### config.mk
export PLATFORM = sky130hd
export DESIGN_NAME = load_store_unit
export DESIGN_NICKNAME = d
export VERILOG_FILES = /design/src/rtl/load_store_unit.sv
export SDC_FILE = /design/constraint.sdc
export NUM_CORES = 1
export LEC_CHECK = 0
export ABC_AREA = 1
export CAP_MARGIN = 25
export CELL_PAD_IN_SITES_DETAIL_PLACEMENT = 0
export CELL_PAD_IN_SITES_GLOBAL_PLACEMENT = 2
export CORE_ASPECT_RATIO = 1.75
export CORE_UTILIZATION = 23
export DETAILED_ROUTE_END_ITERATION = 12
export PLACE_DENSITY_LB_ADDON = 0.1
export SLEW_MARGIN = 10
export SYNTH_ARGS = -nofsm -noshare
export SYNTH_HDL_FRONTEND = slang
export SYNTH_SLANG_ARGS = --single-unit
### constraint.sdc
create_clock -name Clock -period 1.9 [get_ports Clock]
set_clock_uncertainty 0.15 [all_clocks]
set_input_delay 0.38 -clock Clock [delete_from_list [all_inputs] [get_ports Clock]]
set_output_delay 0.38 -clock Clock [all_outputs]
set_load 0.02 [all_outputs]
### src/rtl/load_store_unit.sv
// rtl/load_store_unit.sv - MIPS byte/half/word load-store unit in front of a word-only DataMemory
//
// Purpose:
//   Turns byte-addressed LB/LBU/LH/LHU/LW/SB/SH/SW requests into word accesses.
//   Load results are sign/zero-extended. Sub-word stores become a read-modify-write
//   because DataMemory has no byte enables. Busy stalls the pipeline while an access
//   is in flight.
//
// Optional feature macro: LSU_MISALIGN_TRAP_EN
//   defined   : misaligned half/word or Size=11 drops the request and pulses Fault
//   undefined : Fault tied 0, Size=11 behaves as word, misaligned addresses align down
//
// Ports:
//   Clock, Reset_n        clock, asynchronous active-low reset
//   Req, Write, Size,     request handshake and fields, sampled only in IDLE
//   Unsigned, Addr,
//   StoreData
//   Busy                  high whenever the FSM is not IDLE
//   LoadData, LoadValid   extended load result and its one-cycle valid pulse
//   Fault                 one-cycle pulse for a dropped illegal request
//   MemAddress, MemWriteData, MemRead, MemWrite   registered DataMemory controls
//   MemReadData           combinational read data from DataMemory

module load_store_unit #(
  parameter int ADDR_W = 32,
  parameter int DATA_W = 32
) (
  input  logic              Clock,
  input  logic              Reset_n,
  input  logic              Req,
  input  logic              Write,
  input  logic [1:0]        Size,
  input  logic              Unsigned,
  input  logic [ADDR_W-1:0] Addr,
  input  logic [DATA_W-1:0] StoreData,
  output logic              Busy,
  output logic [DATA_W-1:0] LoadData,
  output logic              LoadValid,
  output logic              Fault,
  output logic [ADDR_W-1:0] MemAddress,
  output logic [DATA_W-1:0] MemWriteData,
  output logic              MemRead,
  output logic              MemWrite,
  input  logic [DATA_W-1:0] MemReadData
);

  localparam logic [1:0] SZ_BYTE = 2'b00;
  localparam logic [1:0] SZ_HALF = 2'b01;
  localparam logic [1:0] SZ_WORD = 2'b10;

  typedef enum logic [2:0] {
    S_IDLE   = 3'd0,
    S_LOAD   = 3'd1,
    S_STORE  = 3'd2,
    S_RMW_RD = 3'd3,
    S_RMW_WR = 3'd4
`ifdef LSU_MISALIGN_TRAP_EN
    ,S_FAULT = 3'd5
`endif
  } state_t;

  state_t      r_state;
  state_t      w_next_state;
  logic        w_accept;
  logic [1:0]  w_size_eff;

  logic [1:0]  r_size;
  logic        r_unsigned;
  logic [1:0]  r_lane;
  logic [15:0] r_store_data;

  logic [7:0]        w_rd_byte;
  logic [15:0]       w_rd_half;
  logic [DATA_W-1:0] w_load_ext;
  logic [DATA_W-1:0] w_merged;

  // Reserved size collapses onto word; with the trap enabled it never gets this far.
  assign w_size_eff = (Size == 2'b11) ? SZ_WORD : Size;

`ifdef LSU_MISALIGN_TRAP_EN
  logic w_illegal;
  assign w_illegal = (Size == 2'b11) ||
                     ((Size == SZ_HALF) && Addr[0]) ||
                     ((Size == SZ_WORD) && (Addr[1:0] != 2'b00));
`endif

  // Next-state logic
  always_comb begin
    w_next_state = r_state;
    w_accept     = 1'b0;
    case (r_state)
      S_IDLE: begin
        if (Req) begin
          w_accept = 1'b1;
`ifdef LSU_MISALIGN_TRAP_EN
          if (w_illegal)
            w_next_state = S_FAULT;
          else
`endif
          if (!Write)
            w_next_state = S_LOAD;
          else if (w_size_eff == SZ_WORD)
            w_next_state = S_STORE;
          else
            w_next_state = S_RMW_RD;
        end
      end
      S_RMW_RD: w_next_state = S_RMW_WR;
      default:  w_next_state = S_IDLE;
    endcase
  end

  // Lane extraction for loads and lane replacement for read-modify-write.
  // Halfwords always use Addr[1] as the lane, so a misaligned half aligns down.
  always_comb begin
    w_rd_byte = MemReadData[{r_lane, 3'b000} +: 8];
    w_rd_half = r_lane[1] ? MemReadData[31:16] : MemReadData[15:0];

    case (r_size)
      SZ_BYTE: w_load_ext = r_unsigned ? {24'h0, w_rd_byte} : {{24{w_rd_byte[7]}}, w_rd_byte};
      SZ_HALF: w_load_ext = r_unsigned ? {16'h0, w_rd_half} : {{16{w_rd_half[15]}}, w_rd_half};
      default: w_load_ext = MemReadData;
    endcase

    w_merged = MemReadData;
    if (r_size == SZ_BYTE)
      w_merged[{r_lane, 3'b000} +: 8] = r_store_data[7:0];
    else if (r_lane[1])
      w_merged[31:16] = r_store_data;
    else
      w_merged[15:0] = r_store_data;
  end

  always_ff @(posedge Clock or negedge Reset_n) begin
    if (!Reset_n)
      r_state <= S_IDLE;
    else
      r_state <= w_next_state;
  end

  // Registered outputs and captured request fields. Strobes are decoded from the
  // next state so they line up with the state they belong to.
  always_ff @(posedge Clock or negedge Reset_n) begin
    if (!Reset_n) begin
      Busy         <= 1'b0;
      MemRead      <= 1'b0;
      MemWrite     <= 1'b0;
      LoadValid    <= 1'b0;
      LoadData     <= '0;
      MemAddress   <= '0;
      MemWriteData <= '0;
      r_size       <= 2'b00;
      r_unsigned   <= 1'b0;
      r_lane       <= 2'b00;
      r_store_data <= 16'h0;
    end else begin
      Busy      <= (w_next_state != S_IDLE);
      MemRead   <= (w_next_state == S_LOAD)  || (w_next_state == S_RMW_RD);
      MemWrite  <= (w_next_state == S_STORE) || (w_next_state == S_RMW_WR);
      LoadValid <= (r_state == S_LOAD);

      if (w_accept) begin
        r_size       <= w_size_eff;
        r_unsigned   <= Unsigned;
        r_lane       <= Addr[1:0];
        r_store_data <= StoreData[15:0];
        MemAddress   <= {2'b00, Addr[ADDR_W-1:2]};
        if (w_next_state == S_STORE)
          MemWriteData <= StoreData;
      end

      if (r_state == S_LOAD)
        LoadData <= w_load_ext;

      // The merged word doubles as the merge register: it is ready and stable
      // for the whole RMW_WR strobe cycle.
      if (r_state == S_RMW_RD)
        MemWriteData <= w_merged;
    end
  end

`ifdef LSU_MISALIGN_TRAP_EN
  always_ff @(posedge Clock or negedge Reset_n) begin
    if (!Reset_n)
      Fault <= 1'b0;
    else
      Fault <= (w_next_state == S_FAULT);
  end
`else
  assign Fault = 1'b0;
`endif

endmodule

Word level (Yosys, flattened, before mapping)
Index checks and enable logic that the tools add are counted.

Bits in registers: 122. ROM bits: 0. RAM bits: 0. Logic and storage cells: 51. Memories kept: 0. Latch bits: 0. Input port bits: 103. Output and inout port bits: 101.

Bitwise operators: 0. Order comparisons: 0. Shift-type cells: 3. Reduce and logical (&&, ||, !) cells: 8. Multipliers: 0. Equal/unequal tests: 9. $add $sub $neg: 1. Muxes and demuxes: 18. Divide/modulo/power cells: 0.

Operator list (number): 32-bit 2-to-1 mux (6); 32-bit one-hot mux with 2 select lines (1); 16-bit 2-to-1 mux (3); 32-bit bitwise mux (1); 8-bit by 7-bit variable shift with 32-bit output (first input constant) (1); 32-bit by 6-bit indexed part select with 8-bit output (1); 8-bit by 7-bit indexed part select with 32-bit output (1); 3-bit by 2-bit equality test with 1-bit output (second input constant) (3); 5-bit negation with 7-bit output (1); 3-bit by 1-bit equality test with 1-bit output (second input constant) (2); 3-bit one-hot mux with 2 select lines (1); 2-bit equality test (second input constant) (2); 2-bit 2-to-1 mux (2); 2-bit nonzero test (2); 3-bit equality test (second input constant) (1); 3-bit zero test (1); 1-bit 2-to-1 mux (3); 3-bit 2-to-1 mux (1); 3-bit nonzero test (1); 2-bit by 1-bit equality test with 1-bit output (second input constant) (1); 2-bit zero test (1); 1-bit logical OR (2); 2-bit AND reduction (1).

Longest topological paths before layout
Gate-level depths: netlist of the first run.

Depth after elaboration: 11. Gate-level depth with buffers: 13.

Least setup slack after synthesis of the first run
No wires, ideal clock.

Path kind: register to register. Start point: reg r_lane[1]. End point: reg MemWriteData[0]. Arrival: 1.807 ns. Slack: -0.122 ns. Buffers on the path: 3. Data required time: 1.685 ns. Period minus slack after synthesis: 2.022 ns. Cell stages (with the launch flop): 14. Path through: dfrtp_1 buf_2 inv_2 buf_2 ha_1 clkbuf_1 nand2_1 inv_1 nand3_1 nand2_1 nand3_1 nand2_1 nand2_1 nand2_1.

Word-level cells in the longest chain between the ends: 5. Elaborated cells between the ends (all ways): 7. Classes of those cells: 1 x add/sub; 2 x shift; 4 x mux.

RTL lines: start: declaration (line 69) `logic [1:0] r_lane;`; start signal: assignment (line 165) `r_lane <= Addr[1:0];`; 5-bit negation with 7-bit output (line 127) `w_merged[{r_lane, 3'b000} +: 8] = r_store_data[7:0];`; 8-bit by 7-bit indexed part select with 32-bit output or 8-bit by 7-bit variable shift with 32-bit output (tied branches) (line 127); 32-bit bitwise mux (line 127); 32-bit 2-to-1 mux * (line 126) `if (r_size == SZ_BYTE)`; 32-bit 2-to-1 mux * (line 177) `if (r_state == S_RMW_RD)`; end signal: assignment (line 169) `MemWriteData <= StoreData;`; end signal: assignment (line 178) `MemWriteData <= w_merged;`; end: declaration (line 41) `output logic [DATA_W-1:0] MemWriteData,`.

Mark *: on every way between the ends. The rest lies on a longest branch, timed or not. A chain may end at the register's enable or synchronous reset.

Worst setup path in the final report of the first run
Start point: reg r_lane[1]. End point: reg MemWriteData[11].

Same word-level chain as after synthesis.

==> out/results.ini, run 1 <==
[logic_synthesis]
synth-edff-count = 0
synth_most_common_cell = nand2_1
synth_cells = 1025
synth-seq-area-share_pct = 44.75
ys.flop_type = dfrtp_1
synthDistinctLibCells = 23
synth_area_leaders = dfrtp_1 45%, nand2_1 28%, nand3_1 5.9%
synth_common_cells = 502 x nand2_1, 122 x dfrtp_1, 80 x nand3_1
synth_top_area_cell = dfrtp_1
synth_seq_cells = 122
async_flop_share_pct = 100.0
syn_area_mm2 = 0.006823
synth_area_per_cell_um2 = 6.656
synth_top_area_share_pct = 44.75
synth_warnings = 0

[cells_and_area]
post-route-util_pct = 35.90
multi_input_area_mm2 = 0.003379
drive_gt1_share_pct = 12.86
area_growth_pct = 54.10
nets = 1387
stdcell_area_mm2 = 0.01051
fillerInstances = 3281
diodes = 0
seq_area_mm2 = 0.003053

[detailed_routing]
first_pass_iters = 5
drt_iter0_drc = 386
routed_via_density = 4.235
wl_mm = 28.13
routedWlPerCell_um = 16.81
route.detailed.drc = 0
via_count = 7085
antenna_left = 0

[global_route]
grt_pass1_wl_mm = 43.68
grt_usage_pct = 19.36
antenna_found_initial = 0
grt_pass1_vias = 7245
grt_overflow = 0
grt_max_degree = 54

[die]
die_height_um = 229.8
die_area_mm2 = 0.03038
dieWidth_um = 132.2
initial_utilization_pct = 23.30
core-area_mm2 = 0.02929
rows = 83
num_io_pins = 204

[worst_setup_path]
cpPeakStageDelay_ns = 0.41
end_kind = register
r2r-end = MemWriteData[11]$_DFFE_PN0P_
worstPathArrival_ns = 2.00
cp_data_required_time_ns = 2.07
regToRegStartpoint = r_lane[1]$_DFFE_PN0P_
reg2regPathDepth = 11
cp_common_cell = nand2_1
cp_max_fo = 9
cp_cell_sequence = inv_2, ha_1, buf_12, nor2_1, buf_4, nand3_1, nand2_1, nand2_1, nand2_2, nand2_1, nand2_1
slowest_stage = dfrtp_1
cp-startpoint = r_lane[1]$_DFFE_PN0P_
start_kind = register
path_class = reg2reg
rrSetupSlack_ns = 0.07

[clock_tree]
cts.path.max_buffers = 2
cts_made_buffers = 17
path_clk_slew_ns = 0.06
clk_latency_ns = 0.43
cts.sinks = 122
htree_num_levels = 4
cts_tree = built
clockRootBuffer = clkbuf_16
cts_setup_buffers = 0

[sta]
timing.final.ws_setup_ns = 0.07347
setup_viol = 0
min_period_ns = 1.827
fmax_ghz = 0.5475
grt_setup_unrepaired = true
slew_viol_final = 0
hold_viol = 0
fin_crit_sh_pct = 96.13

[placement]
preCtsSetupSlack_ns = -0.2356
place_congestion = 0.7823
io_buffers = 200
dpl_cell_area_mm2 = 0.009913
dp_hpwl_mm = 21.43

[min_path]
hold_path_class = in2async

[power_and_ir_drop]
p_per_area_mw_per_mm2 = 1295
p_total_w = 0.01361
leakagePower_nw = 5.349
irDropWorstVdd_v = 0.0007159

[status]
outcome = finished, final reports clean

[flow_run]
cap_viol_max_count = 0

-- metrics by stage --
stage,setup TNS [ns],instances,hold slack (ns)
final,0,1673,0.2026
after floorplan,0,1027,-0.06559
after CTS,0,1673,0.1852
after global placement,-5.131,1641,0.07724
after detailed placement,-6.428,1641,0.07368
after global routing,-0.2274,1673,0.2061
-- worst max path at each step --
stage / to
6_report: MemWriteData[11]$_DFFE_PN0P_
5_1_grt: MemWriteData[23]$_DFFE_PN0P_
4_1_cts: MemWriteData[23]$_DFFE_PN0P_
3_5_place_dp: LoadData[9]$_DFFE_PN0P_
3_3_place_gp: LoadData[9]$_DFFE_PN0P_
2_1_floorplan: MemWriteData[25]$_DFFE_PN0P_
-- routing by layer --
layer | wire, µm | vias to the layer above | global-route usage, % | share of wire [%]
met5 | 0 | - | 0 | 0
met4 | 284 | 0 | 5.927 | 1.0
met3 | 1241 | 16 | 4.321 | 4.4
met2 | 15250 | 161 | 35.90 | 54
met1 | 11360 | 3229 | 21.77 | 40
li1 | - | 3679 | - | -
-- sequential cells by signal (all words and copies together), names as in the netlist, 2 cells and up --
| register | flops |
|---|---|
| MemAddress | 30 |
| r_state | 3 |
| LoadData | 32 |
| r_lane | 2 |
| r_store_data | 16 |
| MemWriteData | 32 |
| r_size | 2 |
-- report_power, final --
part	total (W)	internal, W	switching (W)
Clock	0.00326	0.00198	0.00128
Combinational	0.00617	0.00242	0.00374
Sequential	0.00419	0.00357	0.000623
Total	0.0136	0.00797	0.00565
-- worst max-delay path: cells and delay by family, from the launching register on --
family,cells,cell delay (ns)
adder cells (fa/ha/maj),1,0.20
buffers and inverters,3,0.42
flip-flops,1,0.41
AND/OR/NAND/NOR,7,0.53
-- logic make-up (layout without fill, tap and decap cells) --
group	after synthesis	count (layout)	synth area share (%)
buffers and inverters	129	393	7.794
and+or+nand+nor	660	660	38.40
DFF	122	122	44.75
AOI/OAI and AO/OA	108	108	8.087
other	1	3	0.05496
adders and majority gates	5	5	0.9169
-- area by class of cell --
cell class	count	area share, %
clock buffer	19	4.308
clock inverter	12	1.190
inverter	70	2.523
multi-input combinational	776	32.14
sequential	122	29.04
tap	382	4.546
timing repair buffer	292	26.25
-- repair_timing --
item,in CTS,in global routing
pin swaps,1,4
setup endpoints to repair,107,51
hold buffers,1,0
hold endpoints to repair,122,0
resized for setup,108,26
-- layout by cell type (no fill, tap or decap) --
master	synthesis	layout
dlygate4sd3_1	0	1
a21oi_2	1	2
dfrtp_1	122	122
nand2_1	502	496
clkinv_1	11	11
ha_2	0	1
nand2_4	1	3
inv_4	0	1
a21oi_1	64	63
o21ai_0	41	41
inv_1	54	49
nand3_2	0	7
nand2_2	3	7
nand3_1	80	72
bufinv_16	0	2
nor2_2	0	3
ha_4	0	2
o21ai_2	1	1
ha_1	5	2
o22a_1	1	1
clkbuf_8	0	2
clkinv_4	0	2
buf_6	1	4
nand3_4	0	1
nor2_4	2	5
nor3_4	1	1
clkinvlp_4	0	3
buf_12	0	14
conb_1	1	3
buf_4	3	74
nor2_1	71	65
clkinv_2	0	5
clkbuf_16	0	17
dlygate4sd2_1	0	98
clkdlybuf4s50_1	0	101
inv_2	5	9
Note: power is estimated with default switching activity, not from simulation.
==> run 2: changes to the inputs <==
--- a/config.mk
+++ b/config.mk
@@ -13,6 +13,7 @@
 export CORE_UTILIZATION = 23
 export DETAILED_ROUTE_END_ITERATION = 12
 export PLACE_DENSITY_LB_ADDON = 0.1
+export SKIP_LAST_GASP = 1
 export SLEW_MARGIN = 10
 export SYNTH_ARGS = -nofsm -noshare
 export SYNTH_HDL_FRONTEND = slang
==> out/results.ini, run 2 (synthesized netlist as in run 1, its figures left out) <==
[cells_and_area]
stdcell_area_mm2 = 0.01050  ; about the same
post-route-util_pct = 35.87  ; about the same
fillerInstances = 3283  ; +0.061%
drive_gt1_share_pct = 12.78  ; -0.077 points
diodes = 0  ; unchanged
nets = 1387  ; unchanged
area_growth_pct = 53.95  ; about the same
layout.cells.most_common_list = 496 x nand2_1, 122 x dfrtp_1, 101 x clkdlybuf4s50_1
multi_input_area_mm2 = 0.003369  ; -0.30%
final_common_cell = nand2_1
seq_area_mm2 = 0.003053  ; unchanged
top_regs = LoadData (32), MemWriteData (32), MemAddress (30)

[clock_tree]
cts_setup_buffers = 0  ; unchanged
clockRootBuffer = clkbuf_16
cts.sinks = 122  ; unchanged
clk_latency_ns = 0.43  ; about the same
htree_num_levels = 4  ; unchanged
cts_made_buffers = 17  ; unchanged
path_clk_slew_ns = 0.06  ; about the same
cts.path.max_buffers = 2  ; unchanged
cts_tree = built

[power_and_ir_drop]
p_total_w = 0.01360  ; -0.11%
leakagePower_nw = 5.341  ; -0.14%
irDropWorstVdd_v = 0.0007159  ; about the same
p_per_area_mw_per_mm2 = 1295  ; about the same

[placement]
io_buffers = 200  ; unchanged
dpl_cell_area_mm2 = 0.009913  ; unchanged
place_congestion = 0.7823  ; unchanged
dp_hpwl_mm = 21.43  ; unchanged

[die]
dieWidth_um = 132.2  ; unchanged
initial_utilization_pct = 23.30  ; unchanged
rows = 83  ; unchanged
core-area_mm2 = 0.02929  ; unchanged
num_io_pins = 204  ; unchanged
die_height_um = 229.8  ; unchanged
die_area_mm2 = 0.03038  ; unchanged

[detailed_routing]
via_count = 7086  ; +0.014%
routed_via_density = 4.236  ; about the same
drt_iter0_drc = 380  ; -1.6%
wl_mm = 28.11  ; about the same
antenna_left = 0  ; unchanged
route.detailed.drc = 0  ; unchanged
first_pass_iters = 5  ; unchanged
routedWlPerCell_um = 16.80  ; about the same

[global_route]
antenna_found_initial = 0  ; unchanged
grt_overflow = 0  ; unchanged
grt_pass1_vias = 7245  ; unchanged
grt_max_degree = 54  ; unchanged
grt_usage_pct = 19.36  ; unchanged
grt_pass1_wl_mm = 43.68  ; unchanged

[worst_setup_path]
path_class = reg2reg
start_kind = register
rrSetupSlack_ns = 0.07  ; about the same
cp_max_fo = 9  ; unchanged
worstPathArrival_ns = 2.00  ; about the same
regToRegStartpoint = r_lane[1]$_DFFE_PN0P_
r2r-end = MemWriteData[11]$_DFFE_PN0P_
end_kind = register
reg2regPathDepth = 11  ; unchanged
cp_data_required_time_ns = 2.07  ; about the same

[sta]
setup_viol = 0  ; unchanged
min_period_ns = 1.826  ; -0.0008796 ns
slew_viol_final = 0  ; unchanged
grt_setup_unrepaired = true
setup_tns_ns = 0  ; unchanged
hold_viol = 0  ; unchanged
fin_crit_sh_pct = 96.09  ; about the same
fmax_ghz = 0.5477  ; about the same

[min_path]
hold_path_class = in2async

[flow_run]
cap_viol_max_count = 0  ; unchanged

[status]
outcome = finished, final reports clean

==> run 2: where the power goes <==
part / leakage [nW] / internal (W) / switching (W)
sequential: 1.49 / 0.00357 / 0.000622
clock: 0.280 / 0.00198 / 0.00128
combinational: 3.58 / 0.00242 / 0.00374
==> run 2: repair_timing <==
item,4_1_cts,5_1_grt
gates resized for setup,108,24
pin swaps,1,4
endpoints found under the setup margin,107,51
hold endpoints to repair,122,0
hold buffers,1,0
==> run 2: critical path, stage by stage, from the launching register on <==
cell and delay (ns):
dfrtp_1 0.41, inv_2 0.12, ha_1 0.20, buf_12 0.15, nor2_1 0.05, buf_4 0.15
nand3_1 0.10, nand2_1 0.06, nand2_1 0.13, nand2_2 0.09, nand2_1 0.06, nand2_1 0.04
==> run 2: worst max-delay path by stage <==
stage,from,to,cells after the start
2_1_floorplan,r_lane[1]$_DFFE_PN0P_,MemWriteData[25]$_DFFE_PN0P_,11
3_3_place_gp,MemReadData[7],LoadData[9]$_DFFE_PN0P_,9
3_5_place_dp,MemReadData[7],LoadData[9]$_DFFE_PN0P_,9
4_1_cts,r_lane[1]$_DFFE_PN0P_,MemWriteData[23]$_DFFE_PN0P_,11
5_1_grt,r_lane[1]$_DFFE_PN0P_,MemWriteData[23]$_DFFE_PN0P_,11
6_report,r_lane[1]$_DFFE_PN0P_,MemWriteData[11]$_DFFE_PN0P_,11
==> run 2: layout make-up <==
class	instances	share of cell area, %
clock inverter	12	1.191
sequential	122	29.07
timing repair buffer	292	26.28
tap	382	4.550
inverter	70	2.525
multi-input combinational	776	32.08
clock buffer	19	4.312
==> run 2: per-stage QoR <==
stage | setup WS (ns) | hold WS [ns] | cells
after detailed placement | -0.2356 | 0.07368 | 1641
after global placement | -0.1951 | 0.07724 | 1641
after floorplan | 0.02851 | -0.06559 | 1027
after CTS | 0.004092 | 0.1852 | 1673
final | 0.07434 | 0.2027 | 1673
after global routing | -0.06889 | 0.2061 | 1673
==> run 2: metal layers <==
layer | routed length, µm | track usage (%)
met4 | 284 | 5.927
met1 | 11350 | 21.77
met3 | 1236 | 4.321
met5 | 0 | 0
met2 | 15240 | 35.90
==> run 3: changes to the inputs <==
--- a/config.mk
+++ b/config.mk
@@ -13,6 +13,7 @@
 export CORE_UTILIZATION = 23
 export DETAILED_ROUTE_END_ITERATION = 12
 export PLACE_DENSITY_LB_ADDON = 0.1
+export SETUP_SLACK_MARGIN = 0.3
 export SKIP_LAST_GASP = 1
 export SLEW_MARGIN = 10
 export SYNTH_ARGS = -nofsm -noshare
==> out/results.ini, run 3 (synthesized netlist as in run 1, its figures left out) <==
[placement]
io_buffers = 200  ; unchanged
dpl_cell_area_mm2 = 0.009887  ; -0.27%
place_congestion = 0.7846  ; +0.29%
dp_hpwl_mm = 21.03  ; -1.9%

[status]
outcome = finished, final reports clean

[global_route]
grt_max_degree = 49  ; -9.3%
use_met2_pct = 34.36  ; -1.5 points
antenna_found_initial = 0  ; unchanged
met1_usage_pct = 21.97  ; +0.20 points
grt_pass1_vias = 7320  ; +1.0%
grt_usage_pct = 19.08  ; -0.28 points
use_met3_pct = 3.770  ; -0.55 points
grt_overflow = 0  ; unchanged
grt_pass1_wl_mm = 43.28  ; -0.92%
busiest_layer = met2

[cells_and_area]
layout.cells.most_common_list = 451 x nand2_1, 120 x dfrtp_1, 101 x clkdlybuf4s50_1
diodes = 0  ; unchanged
area_growth_pct = 62.26
seq_area_mm2 = 0.003055  ; about the same
fillerInstances = 3229  ; -1.6%
top_regs = LoadData (32), MemWriteData (32), MemAddress (30)
nets = 1397  ; +0.72%
multi_input_area_mm2 = 0.003891  ; +15%
final_common_cell = nand2_1
stdcell_area_mm2 = 0.01107  ; +5.4%
drive_gt1_share_pct = 29.03  ; +16 points

[worst_setup_path]
start_kind = register
cpPeakStageDelay_ns = 0.38  ; -0.03 ns
rrSetupSlack_ns = 0.07  ; about the same
worstPathArrival_ns = 2.05  ; +0.05 ns
regToRegStartpoint = r_lane[0]$_DFFE_PN0P_
reg2regPathDepth = 12  ; +1
cp_max_fo = 8  ; -1
r2r-end = MemWriteData[2]$_DFFE_PN0P_
end_kind = register
cp_common_cell = nand2_1
path_class = reg2reg
cp_data_required_time_ns = 2.12  ; +0.05 ns
slowest_stage = dfrtp_1
cp_cell_sequence = inv_2, buf_6, ha_4, buf_6, nor2_4, buf_12, nand3_2, nand2_1, nand3_1, nand2_1, nand2_1, nand2_1

[detailed_routing]
via_count = 7225  ; +2.0%
routedWlPerCell_um = 17.30  ; +3.0%
first_pass_iters = 4  ; -1
antenna_left = 0  ; unchanged
route.detailed.drc = 0  ; unchanged
drt_iter0_drc = 318  ; -16%
routed_via_density = 4.290  ; +1.3%
wl_mm = 29.14  ; +3.6%

[die]
core-area_mm2 = 0.02929  ; unchanged
die_area_mm2 = 0.03038  ; unchanged
dieWidth_um = 132.2  ; unchanged
die_height_um = 229.8  ; unchanged
num_io_pins = 204  ; unchanged
initial_utilization_pct = 23.30  ; unchanged
rows = 83  ; unchanged

[power_and_ir_drop]
irDropWorstVdd_v = 0.0006993  ; -2.3%
p_total_w = 0.01476  ; +8.6%
p_per_area_mw_per_mm2 = 1334  ; +3.0%
leakagePower_nw = 5.448  ; +2.0%

[sta]
min_period_ns = 1.827  ; +0.0008809 ns
fmax_ghz = 0.5475  ; about the same
setup_viol = 0  ; unchanged
fin_crit_sh_pct = 96.13  ; about the same
grt_setup_unrepaired = true
relSlewSlack_pct = 62.07
slew_viol_final = 0  ; unchanged
hold_viol = 0  ; unchanged
tightest_slew_ns = 0.5689

[clock_tree]
clockRootBuffer = clkbuf_16
cts_made_buffers = 17  ; unchanged
cts.sinks = 122  ; unchanged
path_clk_slew_ns = 0.06  ; about the same
clk_latency_ns = 0.43  ; about the same
cts.path.max_buffers = 2  ; unchanged
htree_num_levels = 4  ; unchanged
cts_tree = built

[flow_run]
cap_viol_max_count = 0  ; unchanged

[min_path]
hold_path_class = in2async

-- run 3: metal layers --
| metal | part of all wire, % | wire [µm] |
|---|---|---|
| met5 | 0 | 0 |
| met4 | 2.2 | 644 |
| met3 | 3.9 | 1126 |
| met2 | 54 | 15590 |
| met1 | 40 | 11770 |
-- run 3: power by group --
part           total [W]  switching (W)  internal, W
clock            0.00370        0.00127      0.00243
combinational    0.00686        0.00421      0.00265
sequential       0.00421       0.000640      0.00357
total             0.0148        0.00612      0.00864
-- run 3: through the flow --
| step | instances | TNS, ns | hold WS [ns] | worst slack [ns] | util [%] |
|---|---|---|---|---|---|
| 3_3_place_gp | 1630 | -4.995 | 0.07910 | -0.2019 | 33.76 |
| 4_1_cts | 1664 | 0 | 0.1747 | 0.07060 | 35.14 |
| 6_report | 1684 | 0 | 0.1980 | 0.07346 | 37.80 |
| 3_5_place_dp | 1630 | -6.031 | 0.07785 | -0.2382 | 33.76 |
| 2_1_floorplan | 1027 | 0 | -0.06559 | 0.1913 | - |
| 5_1_grt | 1684 | -0.4295 | 0.1861 | -0.05475 | 37.80 |
-- run 3: worst max-delay path, delay by kind of cell, from the launching register on --
family / cells / cell delay (ns)
flops: 1 / 0.38
simple gates: 7 / 0.55
buf+inv: 4 / 0.45
fa+ha+maj: 1 / 0.24
-- run 3: how the worst max path moves through the flow --
stage                                     start                      endpoint  slack, ns  cells after the start
final                     r_lane[0]$_DFFE_PN0P_   MemWriteData[2]$_DFFE_PN0P_       0.07                     12
after CTS                 r_lane[1]$_DFFE_PN0P_  MemWriteData[23]$_DFFE_PN0P_       0.07                     11
after floorplan           r_lane[1]$_DFFE_PN0P_  MemWriteData[21]$_DFFE_PN0P_       0.19                     12
after global placement           MemReadData[7]       LoadData[9]$_DFFE_PN0P_      -0.20                      9
after detailed placement         MemReadData[7]      LoadData[12]$_DFFE_PN0P_      -0.24                      9
after global routing      r_lane[0]$_DFFE_PN0P_  MemWriteData[24]$_DFFE_PN0P_      -0.05                     10
-- run 3: area by class of cell --
type	instances	share of cell area (%)
clock inverters	11	1.729
well taps	382	4.317
repair buffers	301	24.47
inverters	70	2.486
flip-flops and latches	122	27.60
clock buffers	21	4.250
multi-input cells	777	35.15
-- run 3: what timing repair did --
| item | CTS | global route |
|---|---|---|
| hold buffers | 1 | 0 |
| resized for setup | 447 | 138 |
| hold endpoints to repair | 122 | 0 |
| setup buffers | 1 | 13 |
| cloned | 0 | 7 |
| setup endpoints to repair | 181 | 118 |
| pin swaps | 14 | 26 |
